### src/rtl/dmem_arbiter.sv
// Two-port arbiter/sequencer for a single-port data memory: IDLE -> ACCESS -> RESP per access.
// Define DMEM_ARB_FIXED_PRIO_EN for port-0 priority with a port-1 starvation counter; default is round robin.
module dmem_arbiter #(
  parameter int ADDR_W   = 10,
  parameter int DATA_W   = 32,
  parameter int MAX_WAIT = 8
) (
  input  logic              clk,
  input  logic              rst_n,
  input  logic              req0,
  input  logic              we0,
  input  logic [ADDR_W-1:0] addr0,
  input  logic [DATA_W-1:0] wdata0,
  output logic              ack0,
  output logic [DATA_W-1:0] rdata0,
  input  logic              req1,
  input  logic              we1,
  input  logic [ADDR_W-1:0] addr1,
  input  logic [DATA_W-1:0] wdata1,
  output logic              ack1,
  output logic [DATA_W-1:0] rdata1,
  output logic [ADDR_W-1:0] mem_address,
  output logic [DATA_W-1:0] mem_data_in,
  output logic              mem_en,
  input  logic [DATA_W-1:0] mem_data_out,
  output logic              busy,
  output logic [1:0]        dbg_state,
  output logic [$clog2(MAX_WAIT+1)-1:0] dbg_wait
);
  localparam int CNT_W = $clog2(MAX_WAIT + 1);

  typedef enum logic [1:0] {S_IDLE = 2'd0, S_ACCESS = 2'd1, S_RESP = 2'd2} state_t;

  state_t              state_q, state_d;
  logic                gnt_q, gnt_d;
  logic                ack0_q, ack0_d, ack1_q, ack1_d;
  logic [DATA_W-1:0]   rdata0_q, rdata0_d, rdata1_q, rdata1_d;
  logic [ADDR_W-1:0]   mem_address_q, mem_address_d;
  logic [DATA_W-1:0]   mem_data_in_q, mem_data_in_d;
  logic                mem_en_q, mem_en_d;
  logic                gnt_sel;
`ifdef DMEM_ARB_FIXED_PRIO_EN
  logic [CNT_W-1:0]    wait_cnt_q, wait_cnt_d;
`else
  logic                last_q, last_d;
`endif

  // Tie-break for a contested IDLE decision.
  always_comb begin
    gnt_sel = req1 & ~req0;
    if (req0 && req1) begin
`ifdef DMEM_ARB_FIXED_PRIO_EN
      gnt_sel = (wait_cnt_q >= CNT_W'(MAX_WAIT));
`else
      gnt_sel = ~last_q;
`endif
    end
  end

  always_comb begin
    state_d       = state_q;
    gnt_d         = gnt_q;
    ack0_d        = ack0_q;
    ack1_d        = ack1_q;
    rdata0_d      = rdata0_q;
    rdata1_d      = rdata1_q;
    mem_address_d = mem_address_q;
    mem_data_in_d = mem_data_in_q;
    mem_en_d      = mem_en_q;
`ifdef DMEM_ARB_FIXED_PRIO_EN
    wait_cnt_d    = wait_cnt_q;
`else
    last_d        = last_q;
`endif
    case (state_q)
      S_IDLE: begin
        mem_en_d = 1'b0;
        if (req0 || req1) begin
          state_d       = S_ACCESS;
          gnt_d         = gnt_sel;
          mem_address_d = gnt_sel ? addr1 : addr0;
          mem_data_in_d = gnt_sel ? wdata1 : wdata0;
          mem_en_d      = gnt_sel ? we1 : we0;
`ifdef DMEM_ARB_FIXED_PRIO_EN
          if (gnt_sel)
            wait_cnt_d = '0;
          else if (req1 && (wait_cnt_q < CNT_W'(MAX_WAIT)))
            wait_cnt_d = wait_cnt_q + 1'b1;
`else
          last_d = gnt_sel;
`endif
        end
      end
      S_ACCESS: begin
        // mem_en_q still holds the write flag here; reads capture pre-write data.
        if (gnt_q) begin
          ack1_d = 1'b1;
          if (!mem_en_q) rdata1_d = mem_data_out;
        end else begin
          ack0_d = 1'b1;
          if (!mem_en_q) rdata0_d = mem_data_out;
        end
        mem_en_d = 1'b0;
        state_d  = S_RESP;
      end
      S_RESP: begin
        ack0_d  = 1'b0;
        ack1_d  = 1'b0;
        state_d = S_IDLE;
      end
      default: state_d = S_IDLE;
    endcase
  end

  always_ff @(posedge clk) begin
    if (!rst_n) begin
      state_q       <= S_IDLE;
      gnt_q         <= 1'b0;
      ack0_q        <= 1'b0;
      ack1_q        <= 1'b0;
      rdata0_q      <= '0;
      rdata1_q      <= '0;
      mem_address_q <= '0;
      mem_data_in_q <= '0;
      mem_en_q      <= 1'b0;
`ifdef DMEM_ARB_FIXED_PRIO_EN
      wait_cnt_q    <= '0;
`else
      last_q        <= 1'b1;
`endif
    end else begin
      state_q       <= state_d;
      gnt_q         <= gnt_d;
      ack0_q        <= ack0_d;
      ack1_q        <= ack1_d;
      rdata0_q      <= rdata0_d;
      rdata1_q      <= rdata1_d;
      mem_address_q <= mem_address_d;
      mem_data_in_q <= mem_data_in_d;
      mem_en_q      <= mem_en_d;
`ifdef DMEM_ARB_FIXED_PRIO_EN
      wait_cnt_q    <= wait_cnt_d;
`else
      last_q        <= last_d;
`endif
    end
  end

  assign ack0        = ack0_q;
  assign ack1        = ack1_q;
  assign rdata0      = rdata0_q;
  assign rdata1      = rdata1_q;
  assign mem_address = mem_address_q;
  assign mem_data_in = mem_data_in_q;
  assign mem_en      = mem_en_q;
  assign busy        = (state_q != S_IDLE);
  assign dbg_state   = state_q;
`ifdef DMEM_ARB_FIXED_PRIO_EN
  assign dbg_wait    = wait_cnt_q;
`else
  assign dbg_wait    = '0;
`endif
endmodule

### config.mk
export PLATFORM = sky130hd
export DESIGN_NAME = dmem_arbiter
export DESIGN_NICKNAME = d
export VERILOG_FILES = /design/src/rtl/dmem_arbiter.sv
export SDC_FILE = /design/constraint.sdc
export NUM_CORES = 1
export LEC_CHECK = 0
export CAP_MARGIN = 20
export CORE_MARGIN = 2
export CORE_UTILIZATION = 38
export CTS_BUF_LIST = sky130_fd_sc_hd__clkbuf_8
export DETAILED_ROUTE_END_ITERATION = 10
export PLACE_DENSITY = 0.76
export RECOVER_POWER = 25
export SETUP_SLACK_MARGIN = 0.02
export SLEW_MARGIN = 20
export SYNTH_ARGS = -nofsm -noshare
export SYNTH_HDL_FRONTEND = slang
export SYNTH_SLANG_ARGS = --single-unit
### constraint.sdc
create_clock -name clk -period 2.8 [get_ports clk]
set_input_delay 0.7 -clock clk [delete_from_list [all_inputs] [get_ports clk]]
set_output_delay 0.7 -clock clk [all_outputs]
set_load 0.03 [all_outputs]
==> results.md, run 1 <==
- Status: finished clean
- Non-Filler Instances: 954
- Slew headroom: between 10 and 15%
- Synth async-reset ratio: 0%
- Clock Sinks: about 110
- Iteration-0 DRC Markers: approximately 330
- Remaining global-route overflow: 0
- Hold Path Depth: 2
- Crit share post-route: about 89%
- Drt drc: 0
- Routed vias: roughly 4800
- GPL Wtd Cong: ~0.84
- Total Nets Final: about 900
- Syn_area_per_cell: 8.62 µm²
- Fin worst setup slack: 0.306 ns
- Max cap viols: 0
- Register bit count reported by yosys: 113
- Pre-CTS WS: 0.339 ns
- Pwr per Cell Area: between 500 and 600 nW/µm²
- Least-Margin Pin Slew: about 1.3 ns
- Rows: 41
- Fmax: 0.401 GHz
- Total GRT Usage: 21.4%
- YS warnings: 0
- Ranking of synthesized cells by area: dfxtp_1, a311oi_2, nand2_1, nand3_1, a21oi_1
- Hold_ws: 0.457 ns
- Worst VDD drop: 0.303 mV
- CTS tree: done
- # port buffers: 233
- Detail Route Antenna Nets: 0
- Ports: 238
- Core area: 12600 µm²
- Critical path data required time: 2.10 ns
- Crit path max fanout: 9
- Vias in the first global route: ~4700
- Critical Path End Type: output port
- Startpoint Class: flip-flop
- Sequential-to-total area share from yosys stat: 46.5%
- Clock Skew: roughly 0.012 ns
- First-pass GRT wire length: 22800 µm
- Commonest non-fill, non-tap cell in the layout: clkdlybuf4s50_1
- Clock slew at reported path FFs: 0.06 ns
- Layout area overhead: 55.6%
- Cts repair resizes: 0
- Initial antenna violation count: 1
- Vias per cell: a little over 5
- CTS H-tree lvls: 4
- TritonCTS buffer count: 17
- Path depth of the worst reg2reg path: 4
- Post-synth top flop: dfxtp_1
- Yosys top cell area share: between 40% and 50%
- Total power: 4.41 mW
- Syn Std Cell Area: 4860 µm²
- Post-CTS setup buffers: 0
- Initial Utilization: 38.7%
- Root buffer cell: clkbuf_8
- Die H: 117 µm
- Share of post-route cells with drive strength above 1: 11.9%
- Die Footprint: about 14000 µm²
- Crit path kind: reg2out
- Most frequent cells in the layout: clkdlybuf4s50_1, nand2_1, dfxtp_1
- RSZ-0062 raised after global routing: no
- Total iterations of the first detailed-routing run: 4
- Slew Viols, Final: 0
- Endpoints failing hold: 0
- Cts hold-fix bufs: 0
- Worst-Skew Late Latency: 0.43 ns
- Post-synth EDFFs: 0
- Die width: 117 µm
- Max clock buf depth: 2
- Synth Instances: 564
- DP Wirelength: 10400 µm
- Post-layout min period: 2.49 ns
- Worst hold path class: reg2reg
- Largest net degree at the start of global routing: 130
- Synth cell types: 29
- DP Cell Count: between 900 and 1000
- Total wire length: 14700 µm
- Final setup TNS: 0 ns
- Leakage: 2.71 nW
- Post-synth top area cell: dfxtp_1
- Wire per inst: 15.4 µm
- Worst EP arrival: 1.79 ns
- # setup viols final: 0
-- cell type report --
class / count / area, µm²
fill: 1101 / 5010
clock inverter: 12 / 116
antenna: 1 / 2.50
tap: 172 / 215
timing repair buffer: 243 / 2420
multi-input combinational: 391 / 2260
sequential: 113 / 2260
inverter: 2 / 7.51
clock buffer: 20 / 275
-- metal layers --
| metal | up-vias | GRT usage, % | part of all wire, % |
|---|---|---|---|
| met5 | - | 0 | 0 |
| met1 | 2214 | 24.6 | 40 |
| met4 | 0 | 9.88 | 2.0 |
| met3 | 23 | 7.05 | 9.3 |
| met2 | 218 | 36.0 | 49 |
| li1 | 2377 | - | - |
-- synth_stat cells (2+ instances only) --
cell type / count
a311oi_2: 40
a311oi_1: 2
inv_1: 2
clkbuf_1: 26
nor2_1: 3
nor3b_1: 2
o21ai_2: 10
buf_1: 7
o21ai_0: 33
a21bo_2: 2
buf_6: 12
o21ai_1: 22
dfxtp_1: 113
buf_4: 5
nand3_1: 64
nand2_1: 153
buf_2: 11
a21oi_1: 46
-- critical path, cell delays in order, from the launching register on --
cell,delay (ns)
dfxtp_1,0.56
nor2_4,0.07
inv_1,0.06
clkdlybuf4s50_1,0.69
-- where the power goes --
group	internal, mW	switching [mW]
clock network	0.848	0.655
registers	1.73	0.0773
logic	0.490	0.612
-- metrics by stage --
stage | instance area [µm²] | util (%)
floorplan | 4870 | -
global placement | 7210 | 57.3
detailed placement | 7210 | 57.3
CTS | 7600 | 60.5
global route | 7560 | 60.1
finish | 7560 | 60.1
-- kinds of logic after synthesis --
logic type      share of synthesized area, %
flops                                   46.5
buf+inv                                 7.39
other cells                           0.0772
simple gates                            20.1
compound gates                          25.9
-- worst paths after layout --
| check | from | endpoint | slack, ns |
|---|---|---|---|
| worst max-delay path | dbg_state[1] | busy | 0.31 |
| worst min-delay path | rdata0[4] | rdata0[4] | 0.46 |
| worst max register to register | dbg_state[1] | mem_data_in[4] | 0.31 |
| worst min register to register | rdata0[4] | rdata0[4] | 0.46 |
-- registers in the layout, summed over array words and instances (netlist names) --
register     cells
gnt_q            1
mem_data_in     32
rdata1          32
mem_en           1
ack1             1
last_q           1
ack0             1
rdata0          32
mem_address     10
dbg_state        2
Note: power is estimated with default switching activity, not from simulation.
==> run 2, diff against run 1 <==
Settings changed: CAP_MARGIN 20 to not set, SKIP_CTS_REPAIR_TIMING set to 1.
==> results of run 2 <==
Final layout, timing and power as in run 1 (identical DEF).
==> run 3, diff against run 2 <==
Settings changed: CORE_UTILIZATION 38 to 42, PLACE_DENSITY 0.76 to 0.83, REMOVE_ABC_BUFFERS set to 1.
Clock period 2.8 ns to 2.5 ns, I/O delays scaled along.
==> run 3 against run 2 <==
The flow now finishes with violations (max-capacitance violations). Total power increased by 20%. Cell count down 3.4%. Sequential power increased by 12%. Global-route usage is 2.2 points higher. Via count is 1.2% higher. Worst setup slack got worse by 0.13 ns. Highest routed layer unchanged. Largest power group is now the clock network. Clock power up 36%. First-iteration DRC count up 15%. Critical path depth did not move.
==> results.md, run 3 (synthesis results as in run 1) <==
- # setup viols final: 0 (unchanged)
- Core area: 11400 µm² (was 12600 µm²)
- First-pass GRT wire length: 23700 µm (was 22800 µm)
- Final instance area: 7580 µm² (was 7560 µm²)
- Critical Path End Type: output port (unchanged)
- Pwr per Cell Area: 698 nW/µm² (was 583 nW/µm²)
- TritonCTS buffer count: 17 (unchanged)
- Die width: 112 µm (was 117 µm)
- Endpoints failing hold: 0 (unchanged)
- Share of post-route cells with drive strength above 1: 11.8% (was 11.9%)
- Worst-Skew Late Latency: 0.42 ns (was 0.43 ns)
- Crit path max fanout: 8 (was 9)
- Worst hold path class: reg2reg (unchanged)
- Commonest non-fill, non-tap cell in the layout: clkdlybuf4s50_1 (unchanged)
- Wire per inst: 16.0 µm (was 15.4 µm)
- Logic pwr share: 23.4% (was 25.0%)
- Fin worst setup slack: 0.174 ns (was 0.306 ns)
- Initial Utilization: 42.7% (was 38.7%)
- Post-layout min period: 2.33 ns
- Detail Route Antenna Nets: 0 (unchanged)
- CTS tree: done (unchanged)
- Die Footprint: 12400 µm² (was 13700 µm²)
- Largest net degree at the start of global routing: 130 (unchanged)
- Clock Skew: 0.0145 ns (was 0.0120 ns)
- Max clock buf depth: 2 (unchanged)
- Pint: 3.71 mW (was 3.06 mW)
- Routed vias: 4891 (was 4832)
- Crit path kind: reg2out (unchanged)
- Least-Margin Pin Slew: 1.50 ns (was 1.28 ns)
- Reg power frac: 38.1% (was 40.9%)
- Critical path data required time: 1.88 ns (was 2.10 ns)
- Worst VDD drop: 0.415 mV (was 0.303 mV)
- Layout area overhead: 56.1% (was 55.6%)
- Clock slew at reported path FFs: 0.07 ns (was 0.06 ns)
- Slew headroom: 0.159% (was 14.6%)
- Fmax: roughly 0.43 GHz
- Total iterations of the first detailed-routing run: 4 (unchanged)
- # port buffers: 233 (unchanged)
- Cell Area, Placed: 7170 µm² (was 7210 µm²)
- Register area: 2260 µm² (about the same)
- Fillers: 885 (was 1101)
- DP Wirelength: 10300 µm (was 10400 µm)
- Leakage: 2.72 nW (was 2.71 nW)
- Drt drc: 0 (unchanged)
- Status: complete, but fails checks (was finished clean)
- Total Nets Final: 888 (was 890)
- Sw frac: 29.9% (was 30.5%)
- Remaining global-route overflow: 0 (unchanged)
- Startpoint Class: flip-flop (unchanged)
- Footprint of the multi-input gates: 2250 µm² (was 2260 µm²)
- ANT cells: 0 (was 1)
- Rows: 39 (was 41)
- Total GRT Usage: 23.6% (was 21.4%)
- Clock Sinks: 113 (unchanged)
- Pre-CTS WS: 0.132 ns (was 0.339 ns)
- Initial antenna violation count: 0 (was 1)
- Most frequent cells in the layout: clkdlybuf4s50_1, nand2_1, dfxtp_1 (unchanged)
- Psw: 1.58 mW (was 1.34 mW)
- Total wire length: 14800 µm (was 14700 µm)
- RSZ-0062 raised after global routing: no (unchanged)
- Failing checks: max-capacitance violations
- GPL Wtd Cong: 0.813 (was 0.844)
- Root buffer cell: clkbuf_8 (unchanged)
- Worst EP arrival: 1.70 ns (was 1.79 ns)
- Total power: 5.29 mW (was 4.41 mW)
- Ports: 238 (unchanged)
- Crit share post-route: 93.0%
- Max cap viols: 1 (was 0)
- Iteration-0 DRC Markers: 376 (was 327)
- Vias per cell: 5.30 (was 5.06)
- CTS H-tree lvls: 4 (unchanged)
- Vias in the first global route: 4820 (was 4720)
- Die H: 112 µm (was 117 µm)
- Clock power share: 38.5% (was 34.1%)
- Slew Viols, Final: 0 (unchanged)
[run 3: worst max-delay path, stage by stage, from the launching register on]
cell and delay (ns):
dfxtp_1 0.47, nor2_4 0.05, inv_1 0.05, clkdlybuf4s50_1 0.71
[run 3: layer usage]
metal  wire length [µm]  global-route usage [%]  vias to the layer above
met1               6060                    28.0                     2260
met4                358                    9.79                        0
met3               1410                    8.49                       28
met5                  0                       0                        -
li1                   -                       -                     2365
met2               6960                    38.8                      238
[run 3: cell type report]
type	count	share of cell area, %
timing repair buffer	241	31.9
sequential	113	29.8
multi-input combinational	391	29.6
tap	143	2.36
inverter	2	0.0990
clock inverter	14	2.97
clock buffer	18	3.27
[run 3: per-stage QoR]
step / utilization, % / hold WS [ns] / TNS [ns] / instances
floorplan: - / 0.487 / -113.30 / 506
CTS: 67.2 / 0.462 / 0 / 922
global placement: 63.0 / 0.442 / 0 / 890
detailed placement: 63.0 / 0.449 / 0 / 890
finish: 66.7 / 0.458 / 0 / 922
global route: 66.7 / 0.480 / 0 / 922
[run 3: worst paths after layout]
kind | from | endpoint | slack [ns] | depth (start not counted)
worst min-delay path | rdata1[3] | rdata1[3] | 0.46 | 2
worst min register to register | rdata1[3] | rdata1[3] | 0.46 | 2
worst max register to register | dbg_state[0] | rdata1[17] | 0.36 | 4
worst max-delay path | dbg_state[0] | busy | 0.17 | 3
[run 3: power groups by stage]
stage / sequential, mW / clock (mW) / combinational [mW]
finish: 2.02 / 2.04 / 1.24
global route: 2.03 / 2.16 / 1.31
CTS: 2.02 / 2.07 / 1.26
detailed placement: 2.05 / 0 / 1.25
global placement: 2.05 / 0 / 1.23
floorplan: 2.29 / 0 / 0.392
